`src/rtl/reg_scoreboard_if.sv`:
```
// rtl/reg_scoreboard_if.sv - issue/writeback/kill bundle and decode-side results of the register scoreboard
interface reg_scoreboard_if #(
  parameter int NUM_REGS   = 32,
  parameter int ADDR_W     = $clog2(NUM_REGS),
  parameter int KILL_PORTS = 2
);
  logic                         issue_valid_i;
  logic [ADDR_W-1:0]            issue_rs1_i;
  logic [ADDR_W-1:0]            issue_rs2_i;
  logic                         issue_use_rs1_i;
  logic                         issue_use_rs2_i;
  logic [ADDR_W-1:0]            issue_rd_i;
  logic                         issue_we_i;
  logic                         wb_valid_i;
  logic [ADDR_W-1:0]            wb_rd_i;
  logic                         wb_we_i;
  logic [KILL_PORTS-1:0]        kill_valid_i;
  logic [KILL_PORTS*ADDR_W-1:0] kill_rd_i;
  logic [KILL_PORTS-1:0]        kill_we_i;
  logic                         stall_o;
  logic                         issue_fire_o;
  logic [NUM_REGS-1:0]          busy_o;
  logic                         underflow_o;

  // Pipeline side: drives issue/writeback/kill events, consumes stall and status
  modport master (
    output issue_valid_i, issue_rs1_i, issue_rs2_i, issue_use_rs1_i, issue_use_rs2_i,
    output issue_rd_i, issue_we_i, wb_valid_i, wb_rd_i, wb_we_i,
    output kill_valid_i, kill_rd_i, kill_we_i,
    input  stall_o, issue_fire_o, busy_o, underflow_o
  );

  // Scoreboard side
  modport slave (
    input  issue_valid_i, issue_rs1_i, issue_rs2_i, issue_use_rs1_i, issue_use_rs2_i,
    input  issue_rd_i, issue_we_i, wb_valid_i, wb_rd_i, wb_we_i,
    input  kill_valid_i, kill_rd_i, kill_we_i,
    output stall_o, issue_fire_o, busy_o, underflow_o
  );
endinterface

```
`src/rtl/reg_scoreboard.sv`:
```
// rtl/reg_scoreboard.sv - per-register pending-write counters driving the decode stall
module reg_scoreboard #(
  parameter int NUM_REGS   = 32,
  parameter int ADDR_W     = $clog2(NUM_REGS),
  parameter int CNT_W      = 2,
  parameter int KILL_PORTS = 2,
  parameter int WB_BYPASS  = 1
) (
  input logic             clk_i,
  input logic             rstn_i,
  reg_scoreboard_if.slave bus
);
  // Wide enough for counter + one increment and for up to KILL_PORTS+1 decrements
  localparam int DEC_W = $clog2(KILL_PORTS + 2);
  localparam int SUM_W = ((CNT_W > DEC_W) ? CNT_W : DEC_W) + 2;
  localparam logic [CNT_W-1:0] CNT_MAX = '1;

  logic [CNT_W-1:0]  cnt_q [NUM_REGS];
  logic [CNT_W-1:0]  cnt_d [NUM_REGS];
  logic [SUM_W-1:0]  dec   [NUM_REGS];
  logic              underflow_q;
  logic              underflow_d;

  logic              wb_ev;
  logic [KILL_PORTS-1:0] kill_ev;
  logic [ADDR_W-1:0] kill_rd [KILL_PORTS];

  logic [CNT_W-1:0]  cnt_rs1;
  logic [CNT_W-1:0]  cnt_rs2;
  logic [CNT_W-1:0]  cnt_rd;
  logic              byp_rs1;
  logic              byp_rs2;
  logic              hz_rs1;
  logic              hz_rs2;
  logic              sat;
  logic              fire;
  logic [SUM_W-1:0]  inc_v;
  logic [SUM_W-1:0]  avail;

  // Writes to register 0 are never tracked, so such events are dropped here
  assign wb_ev = bus.wb_valid_i & bus.wb_we_i & (bus.wb_rd_i != '0);

  // Unpack kill lanes and qualify each one
  always_comb begin
    kill_ev = '0;
    for (int k = 0; k < KILL_PORTS; k++) begin
      kill_rd[k] = bus.kill_rd_i[k*ADDR_W +: ADDR_W];
      kill_ev[k] = bus.kill_valid_i[k] & bus.kill_we_i[k] & (kill_rd[k] != '0);
    end
  end

  // Count decrement events (writeback plus kill lanes) landing on each register
  always_comb begin
    for (int r = 0; r < NUM_REGS; r++) begin
      dec[r] = '0;
      if (r != 0) begin
        if (wb_ev && (bus.wb_rd_i == ADDR_W'(r))) dec[r] = dec[r] + SUM_W'(1);
        for (int k = 0; k < KILL_PORTS; k++) begin
          if (kill_ev[k] && (kill_rd[k] == ADDR_W'(r))) dec[r] = dec[r] + SUM_W'(1);
        end
      end
    end
  end

  assign cnt_rs1 = cnt_q[bus.issue_rs1_i];
  assign cnt_rs2 = cnt_q[bus.issue_rs2_i];
  assign cnt_rd  = cnt_q[bus.issue_rd_i];

  // Only the retiring writeback can forward through the regfile; a killed writer
  // produces no value, so kills never clear a hazard.
  assign byp_rs1 = (WB_BYPASS != 0) & (cnt_rs1 == CNT_W'(1)) & wb_ev & (bus.wb_rd_i == bus.issue_rs1_i);
  assign byp_rs2 = (WB_BYPASS != 0) & (cnt_rs2 == CNT_W'(1)) & wb_ev & (bus.wb_rd_i == bus.issue_rs2_i);

  assign hz_rs1 = bus.issue_use_rs1_i & (bus.issue_rs1_i != '0) & (cnt_rs1 != '0) & ~byp_rs1;
  assign hz_rs2 = bus.issue_use_rs2_i & (bus.issue_rs2_i != '0) & (cnt_rs2 != '0) & ~byp_rs2;

  // A full counter only blocks a new writer if nothing retires from it this cycle
  assign sat = bus.issue_we_i & (bus.issue_rd_i != '0) & (cnt_rd == CNT_MAX) &
               (dec[bus.issue_rd_i] == '0);

  assign bus.stall_o      = bus.issue_valid_i & (hz_rs1 | hz_rs2 | sat);
  assign fire             = bus.issue_valid_i & ~bus.stall_o;
  assign bus.issue_fire_o = fire;
  assign bus.underflow_o  = underflow_q;

  // Next counter values: add accepted issue, subtract retirements, clamp at zero on underflow
  always_comb begin
    underflow_d = underflow_q;
    inc_v       = '0;
    avail       = '0;
    for (int r = 0; r < NUM_REGS; r++) begin
      cnt_d[r] = '0;
      if (r != 0) begin
        inc_v = (fire && bus.issue_we_i && (bus.issue_rd_i == ADDR_W'(r))) ? SUM_W'(1) : '0;
        avail = SUM_W'(cnt_q[r]) + inc_v;
        if (dec[r] > avail) begin
          cnt_d[r]    = '0;
          underflow_d = 1'b1;
        end else begin
          cnt_d[r] = CNT_W'(avail - dec[r]);
        end
      end
    end
  end

  // Counter and sticky error state, cleared asynchronously
  always_ff @(posedge clk_i or negedge rstn_i) begin
    if (!rstn_i) begin
      for (int r = 0; r < NUM_REGS; r++) cnt_q[r] <= '0;
      underflow_q <= 1'b0;
    end else begin
      for (int r = 0; r < NUM_REGS; r++) cnt_q[r] <= cnt_d[r];
      underflow_q <= underflow_d;
    end
  end

  // Busy map straight from registered counters
  always_comb begin
    bus.busy_o = '0;
    for (int r = 0; r < NUM_REGS; r++) bus.busy_o[r] = (cnt_q[r] != '0);
  end
endmodule

```
`src/flat_wrapper.sv`:
```
// flat-port wrapper written by rule: the top's interface ports become plain ports
module reg_scoreboard_flat 
#(
  parameter int NUM_REGS   = 32,
  parameter int ADDR_W     = $clog2(NUM_REGS),
  parameter int CNT_W      = 2,
  parameter int KILL_PORTS = 2,
  parameter int WB_BYPASS  = 1
)
  (clk_i, rstn_i, bus_issue_valid_i, bus_issue_rs1_i, bus_issue_rs2_i, bus_issue_use_rs1_i, bus_issue_use_rs2_i, bus_issue_rd_i, bus_issue_we_i, bus_wb_valid_i, bus_wb_rd_i, bus_wb_we_i, bus_kill_valid_i, bus_kill_rd_i, bus_kill_we_i, bus_stall_o, bus_issue_fire_o, bus_busy_o, bus_underflow_o);
  reg_scoreboard_if #(.NUM_REGS(NUM_REGS), .ADDR_W(ADDR_W), .KILL_PORTS(KILL_PORTS)) bus_i ();
  input logic clk_i;
  input logic rstn_i;
  input wire logic [$bits(bus_i.issue_valid_i)-1:0] bus_issue_valid_i;
  input wire logic [$bits(bus_i.issue_rs1_i)-1:0] bus_issue_rs1_i;
  input wire logic [$bits(bus_i.issue_rs2_i)-1:0] bus_issue_rs2_i;
  input wire logic [$bits(bus_i.issue_use_rs1_i)-1:0] bus_issue_use_rs1_i;
  input wire logic [$bits(bus_i.issue_use_rs2_i)-1:0] bus_issue_use_rs2_i;
  input wire logic [$bits(bus_i.issue_rd_i)-1:0] bus_issue_rd_i;
  input wire logic [$bits(bus_i.issue_we_i)-1:0] bus_issue_we_i;
  input wire logic [$bits(bus_i.wb_valid_i)-1:0] bus_wb_valid_i;
  input wire logic [$bits(bus_i.wb_rd_i)-1:0] bus_wb_rd_i;
  input wire logic [$bits(bus_i.wb_we_i)-1:0] bus_wb_we_i;
  input wire logic [$bits(bus_i.kill_valid_i)-1:0] bus_kill_valid_i;
  input wire logic [$bits(bus_i.kill_rd_i)-1:0] bus_kill_rd_i;
  input wire logic [$bits(bus_i.kill_we_i)-1:0] bus_kill_we_i;
  output wire logic [$bits(bus_i.stall_o)-1:0] bus_stall_o;
  output wire logic [$bits(bus_i.issue_fire_o)-1:0] bus_issue_fire_o;
  output wire logic [$bits(bus_i.busy_o)-1:0] bus_busy_o;
  output wire logic [$bits(bus_i.underflow_o)-1:0] bus_underflow_o;
  assign bus_i.issue_valid_i = bus_issue_valid_i;
  assign bus_i.issue_rs1_i = bus_issue_rs1_i;
  assign bus_i.issue_rs2_i = bus_issue_rs2_i;
  assign bus_i.issue_use_rs1_i = bus_issue_use_rs1_i;
  assign bus_i.issue_use_rs2_i = bus_issue_use_rs2_i;
  assign bus_i.issue_rd_i = bus_issue_rd_i;
  assign bus_i.issue_we_i = bus_issue_we_i;
  assign bus_i.wb_valid_i = bus_wb_valid_i;
  assign bus_i.wb_rd_i = bus_wb_rd_i;
  assign bus_i.wb_we_i = bus_wb_we_i;
  assign bus_i.kill_valid_i = bus_kill_valid_i;
  assign bus_i.kill_rd_i = bus_kill_rd_i;
  assign bus_i.kill_we_i = bus_kill_we_i;
  assign bus_stall_o = bus_i.stall_o;
  assign bus_issue_fire_o = bus_i.issue_fire_o;
  assign bus_busy_o = bus_i.busy_o;
  assign bus_underflow_o = bus_i.underflow_o;
  reg_scoreboard #(.NUM_REGS(NUM_REGS), .ADDR_W(ADDR_W), .CNT_W(CNT_W), .KILL_PORTS(KILL_PORTS), .WB_BYPASS(WB_BYPASS)) u_core (.clk_i(clk_i), .rstn_i(rstn_i), .bus(bus_i));
endmodule
```
`config.mk`:
```
export PLATFORM = sky130hd
export DESIGN_NAME = reg_scoreboard_flat
export DESIGN_NICKNAME = d
export VERILOG_FILES = /design/src/rtl/reg_scoreboard_if.sv /design/src/rtl/reg_scoreboard.sv /design/src/flat_wrapper.sv
export SDC_FILE = /design/constraint.sdc
export NUM_CORES = 1
export LEC_CHECK = 0
export BUFFER_PORTS_ARGS = -buffer_cell sky130_fd_sc_hd__buf_2
export CAP_MARGIN = 20
export CELL_PAD_IN_SITES_DETAIL_PLACEMENT = 0
export CELL_PAD_IN_SITES_GLOBAL_PLACEMENT = 1
export CORE_MARGIN = 5
export CORE_UTILIZATION = 48
export DETAILED_ROUTE_END_ITERATION = 10
export GPL_ROUTABILITY_DRIVEN = 0
export PLACE_DENSITY = 0.86
export SYNTH_ARGS = -nofsm -noshare
export SYNTH_HDL_FRONTEND = slang
export SYNTH_SLANG_ARGS = --single-unit
```
`constraint.sdc`:
```
create_clock -name clk_i -period 5.95 [get_ports clk_i]
set_input_delay 0.595 -clock clk_i [delete_from_list [all_inputs] [get_ports clk_i]]
set_output_delay 0.595 -clock clk_i [all_outputs]
set_load 0.01 [all_outputs]
```
# == Yosys cells after proc, flatten, opt, wreduce, memory -nomap -nowiden ==
# Index checks and enable logic that the tools add are counted.
# classes
n_bitwise,29
n_mux,198
n_reduce_logical,166
add_sub_neg,124
eq_ne,129
n_lt_le_gt_ge,34
# ops
cell,n
$eq 5x5->1 const B,64
$mux 4,64
$eq 5x4->1 const B,32
$logic_and 1x1->1,125
$add 4x1->4 const B,31
$gt 4x4->1,31
$add 2x1->3,31
$mux 1,93
$eq 5x3->1 const B,16
$mux 2,37
$reduce_bool 2->1,33
$add 1x1->2 const B,31
$sub 2x2->2,31
$eq 5x2->1 const B,8
$reduce_bool 31->1,1
$bmux 2 s5,3
$reduce_bool 5->1,6
$and 1x1->1,21
$bmux 4 s5,1
$eq 5x1->1 const B,4
$ge 6x6->1 const B,3
$not 5->6,3
$eq 5x5->1,2
$eq 2x1->1 const B,2
4 further kinds,7
# totals
wordCells,712
reg_bits,63

# == Longest topological paths before layout ==
# depth
depth_word,53
depth_mapped,26
mapped_depth_nobuf,25

# == Least setup slack after synthesis ==
# Ideal clock, no wire load.
# synth_timing
path_kind,in2reg
from,input bus_wb_rd_i[0]
to,register u_core.underflow_q (netlist: u_core.bus.underflow_o)
arrival_ns,4.821
setup_slack_ns,1.002
cell_stages,25
setup_time_ns,0.127
cell_sequence,clkbuf_1 -> nor2b_1 -> nand2_1 -> nor2_1 -> ha_1 -> nand2_1 -> o32a_1 -> o221ai_1 -> and3_1 -> nor4_1 -> o211ai_2 -> a21oi_2 -> buf_4 -> nor4_2 -> ha_1 -> ha_1 -> inv_1 -> ha_1 -> nor2b_1 -> o21a_1 -> nor2_1 -> a31oi_1 -> nor4_1 -> nand4_1 -> or2_2
# synth_between
elab_chain_len,52
# synth_lines
item,line,source
start: declaration,flat_wrapper.sv:22,input wire logic [$bits(bus_i.wb_rd_i)-1:0] bus_wb_rd_i;
$reduce_bool 5->1,reg_scoreboard.sv:41,assign wb_ev = bus.wb_valid_i & bus.wb_we_i & (bus.wb_rd_i != '0);
$and 1x1->1,reg_scoreboard.sv:41,
$logic_and 1x1->1,reg_scoreboard.sv:57,if (wb_ev && (bus.wb_rd_i == ADDR_W'(r))) dec[r] = dec[r] + SUM_W'(1);
$mux 1,reg_scoreboard.sv:57,
$add 1x1->2,reg_scoreboard.sv:59,if (kill_ev[k] && (kill_rd[k] == ADDR_W'(r))) dec[r] = dec[r] + SUM_W'(1);
$mux 4,reg_scoreboard.sv:59,
$add 4x1->4,reg_scoreboard.sv:59,
$mux 4,reg_scoreboard.sv:59,
[... 6 more ...],--,
$and 1x1->1,reg_scoreboard.sv:81,assign bus.stall_o = bus.issue_valid_i & (hz_rs1 | hz_rs2 | sat);
$not 1->1,reg_scoreboard.sv:82,assign fire = bus.issue_valid_i & ~bus.stall_o;
$and 1x1->1,reg_scoreboard.sv:82,
$logic_and 1x1->1 (2 in a row),reg_scoreboard.sv:94,inc_v = (fire && bus.issue_we_i && (bus.issue_rd_i == ADDR_W'(r))) ? SUM_W'(1) : '0;
$mux 1,reg_scoreboard.sv:94,
$add 2x1->3,reg_scoreboard.sv:95,avail = SUM_W'(cnt_q[r]) + inc_v;
$gt 4x4->1,reg_scoreboard.sv:96,if (dec[r] > avail) begin
$mux 1 (30 in a row),reg_scoreboard.sv:96,
end signal: assignment,reg_scoreboard.sv:113,underflow_q <= underflow_d;
end: declaration,reg_scoreboard.sv:21,logic underflow_q;
# Parallel ways exist; a longest one is shown, timed or not. The select of a mux whose other input is x is not followed.
# A chain may end at the register's enable or synchronous reset.

# == Worst setup path after layout ==
# Ends and elaborated chain as after synthesis.

==> impl_metrics.tcl <==
set metrics [dict create \
    wl_per_cell_um 20.25 \
    synthFlopType "dfrtp_1" \
    placed_area_um2 13710 \
    ys_seq_area_frac 0.1335 \
    start_kind "input port" \
    initial_utilization 0.4870 \
    cp.required_ns 6.18 \
    area.sequential_um2 1577 \
    setup_viol 0 \
    worst_slew_pin_slew_ns 1.075 \
    grt_usage 0.2845 \
    cts_root_buffer "clkbuf_16" \
    ios 77 \
    fin_area_um2 14100 \
    dp_slack_ns -0.2355 \
    cts_buffer_depth 2 \
    vdd_drop_max_v 0.0001191 \
    dpl.hpwl_um 33880 \
    drtIter0Drc 1191 \
    rows 57 \
    clock-sinks 63 \
    grt_overflow 0 \
    reg2reg_setup_slack_ns 0.43 \
    clk_latency_ns 0.35 \
    synthesis.area_um2 11810 \
    dr.pass1.iters 6 \
    timing.slew.headroom 0.2831 \
    wirelength_um 40540 \
    design.core.area_um2 24250 \
    diodes 0 \
    r2r_end "u_core.bus.underflow_o" \
    fin_crit_sh 0.9590 \
    synth_area_per_cell_um2 8.050 \
    die_x_um 166.9 \
    r2r_cells 20 \
    multiInputGateArea_um2 9289 \
    arrival_ns 5.94 \
    hp-class "input port to asynchronous set/reset pin" \
    port_buffers 75 \
    clkTransAtPathRegs_ns 0.07 \
    dp.cells 1986 \
    cap_violations 0 \
    post-route-util 0.5815 \
    grt_max_degree 64 \
    h-tree-depth 3 \
    fin_cells 2002 \
    grt_pass1_vias 11290 \
    synth_cells 1467 \
    rr_startpoint "u_core.cnt_q[20]" \
    status "complete, no violations" \
    hold_ws_ns 0.4757 \
    dr_total_vias 11690 \
    dieArea_um2 27840 \
    area.growth.synth_to_final_pct 19.40 \
    ys_warn_count 0 \
    criticalPathCategory "input port to flop" \
    worst_slack_ns 0.2442 \
    synthArstFlopShare 1.000 \
    synth_nets 1757 \
    synth_cell_types 77 \
    period_needed_ns 5.706 \
    ys_seq_elements 63 \
    power_density_nw_per_um2 187.7 \
    nets 1963 \
    fmax_mhz 175.3 \
    grt_pass1_wl_um 62370 \
    total_leakage_power_nw 7.012 \
    die_h_um 166.9 \
    hold_viol 0 \
    cts_tree "yes" \
    ant_nets 0 \
    skew_ns 0.008464 \
    drc_errors 0 \
    antenna_found_initial 0 \
    final-max-slew-violation-count 0 \
    synth_edf_count 0 \
    crit_path_end_kind "flop" \
    drive_above_1_share 0.2384 \
    fill_cells 2228 \
    crit_fanout 11 \
    numCtsBuffers 9 \
    vias_per_cell 5.838 \
]
[final cells by class]
class / count / share of cell area
Sequential cell: 63 / 0.1118
Clock inverter: 6 / 0.006566
Timing Repair Buffer: 250 / 0.1242
Multi-Input combinational cell: 1150 / 0.6587
Clock buffer: 10 / 0.01695
Tap cell: 324 / 0.02875
Inverter: 199 / 0.05297
[placed cells by master, fill, tap and decap left out, types with 9 or more instances in the layout]
cell type,n
clkbuf_16,9
o21ai_0,33
nand4_1,17
nor2b_1,44
o21a_1,32
nand2_1,133
xor2_1,51
nor2_1,150
or3_1,10
nor3_1,52
mux4_2,37
and3_1,16
a31oi_1,37
mux2_2,10
buf_2,75
nand2b_1,11
buf_4,170
xnor2_1,21
ha_1,248
a21oi_1,24
nand3_1,20
mux2i_1,15
nor4_2,30
dfrtp_1,63
or2_2,40
inv_1,198
o211ai_1,9
nor4_1,10
[critical path, stage by stage]
cell and delay (ns):
buf_2 0.18, buf_12 0.14, nor2b_1 0.14, nand2_1 0.16, nor2_1 0.22, ha_1 0.28
nand2_1 0.12, o32a_1 0.17, o221ai_1 0.11, and3_1 0.21, nor4_1 0.37, o211ai_2 0.20
a21oi_4 0.20, buf_12 0.16, buf_4 0.20, nor4_2 0.07, ha_1 0.24, ha_1 0.28
inv_1 0.04, ha_1 0.32, nor2b_1 0.16, o21a_1 0.19, nor2_1 0.14, a31oi_1 0.09
nor4_2 0.32, nand4_1 0.24, or2_2 0.35
[sequential cells by signal, indices dropped and copies added, names as in the netlist]
register                count
u_core.bus.underflow_o      1
u_core.cnt_q               62
[how the worst max path moves through the flow]
stage / end / start / cells after the start / slack (ns)
finish: u_core.bus.underflow_o / bus_wb_rd_i[0] / 27 / 0.24
global route: u_core.bus.underflow_o / bus_kill_rd_i[3] / 28 / -0.01
CTS: u_core.bus.underflow_o / bus_kill_rd_i[2] / 26 / 0.11
detailed placement: u_core.bus.underflow_o / bus_kill_rd_i[2] / 27 / -0.24
global placement: u_core.bus.underflow_o / bus_kill_rd_i[2] / 27 / -0.13
floorplan: u_core.bus.underflow_o / bus_wb_rd_i[0] / 25 / 1.00
[stage by stage]
| stage | TNS [ns] | power [mW] |
|---|---|---|
| floorplan | 0 | 1.425 |
| global placement | -0.1331 | 1.960 |
| detailed placement | -0.2355 | 1.997 |
| CTS | 0 | 2.619 |
| global route | -0.01186 | 2.800 |
| finish | 0 | 2.647 |
[routing by layer]
layer | global-route usage | vias up | share of wire
met1 | 0.3922 | 5561 | 0.43
li1 | - | 5518 | -
met3 | 0.06637 | 91 | 0.11
met4 | 0.09747 | 0 | 0.036
met2 | 0.4389 | 518 | 0.43
met5 | 0 | - | 0
[cells by family after synthesis]
logic type      count (synthesis)  share of synthesized area
simple gates                  582                     0.2648
buf+inv                       254                    0.08560
fa+ha+maj                     248                     0.2627
compound gates                184                     0.1059
xor+xnor                       72                    0.05340
mux                            63                    0.09376
flops                          63                     0.1335
other cells                     1                  0.0003175
[timing repair]
action | CTS | global route
setup endpoints to repair | 0 | 1
hold buffers | 0 | 0
setup buffers | 0 | 0
gates resized for setup | 0 | 10
[synth_stat cells (all sizes together) (3+ instances only)]
cell type | count | area share
nor3b | 5 | 0.0046
nand3b | 5 | 0.0032
and3 | 16 | 0.0085
and2 | 5 | 0.0026
nor4 | 41 | 0.035
xor2 | 51 | 0.038
a31oi | 37 | 0.020
dfrtp | 63 | 0.13
o211ai | 10 | 0.0068
mux2 | 11 | 0.010
o32ai | 5 | 0.0037
nor2 | 150 | 0.048
a21o | 3 | 0.0019
nor2b | 46 | 0.024
a311oi | 3 | 0.0022
ha | 248 | 0.26
nand3 | 20 | 0.0085
inv | 199 | 0.063
or2 | 41 | 0.022
nand2b | 11 | 0.0058
a221oi | 3 | 0.0022
xnor2 | 21 | 0.016
nand2 | 133 | 0.042
mux2i | 15 | 0.013
a21oi | 25 | 0.011
buf | 23 | 0.012
nand4b | 7 | 0.0052
o21ai | 33 | 0.014
clkbuf | 32 | 0.010
nor3 | 56 | 0.025
or3 | 10 | 0.0053
and4 | 4 | 0.0030
nand4 | 17 | 0.0090
a211oi | 6 | 0.0042
and3b | 6 | 0.0044
o21a | 32 | 0.020
o311ai | 4 | 0.0030
mux4 | 37 | 0.071
[where the power goes]
group          total [mW]  switching [mW]  internal (mW)
combinational        1.36           0.699          0.664
clock               0.617           0.236          0.381
sequential          0.667           0.160          0.507
total                2.65            1.09           1.55
Note: power is estimated with default switching activity, not from simulation.
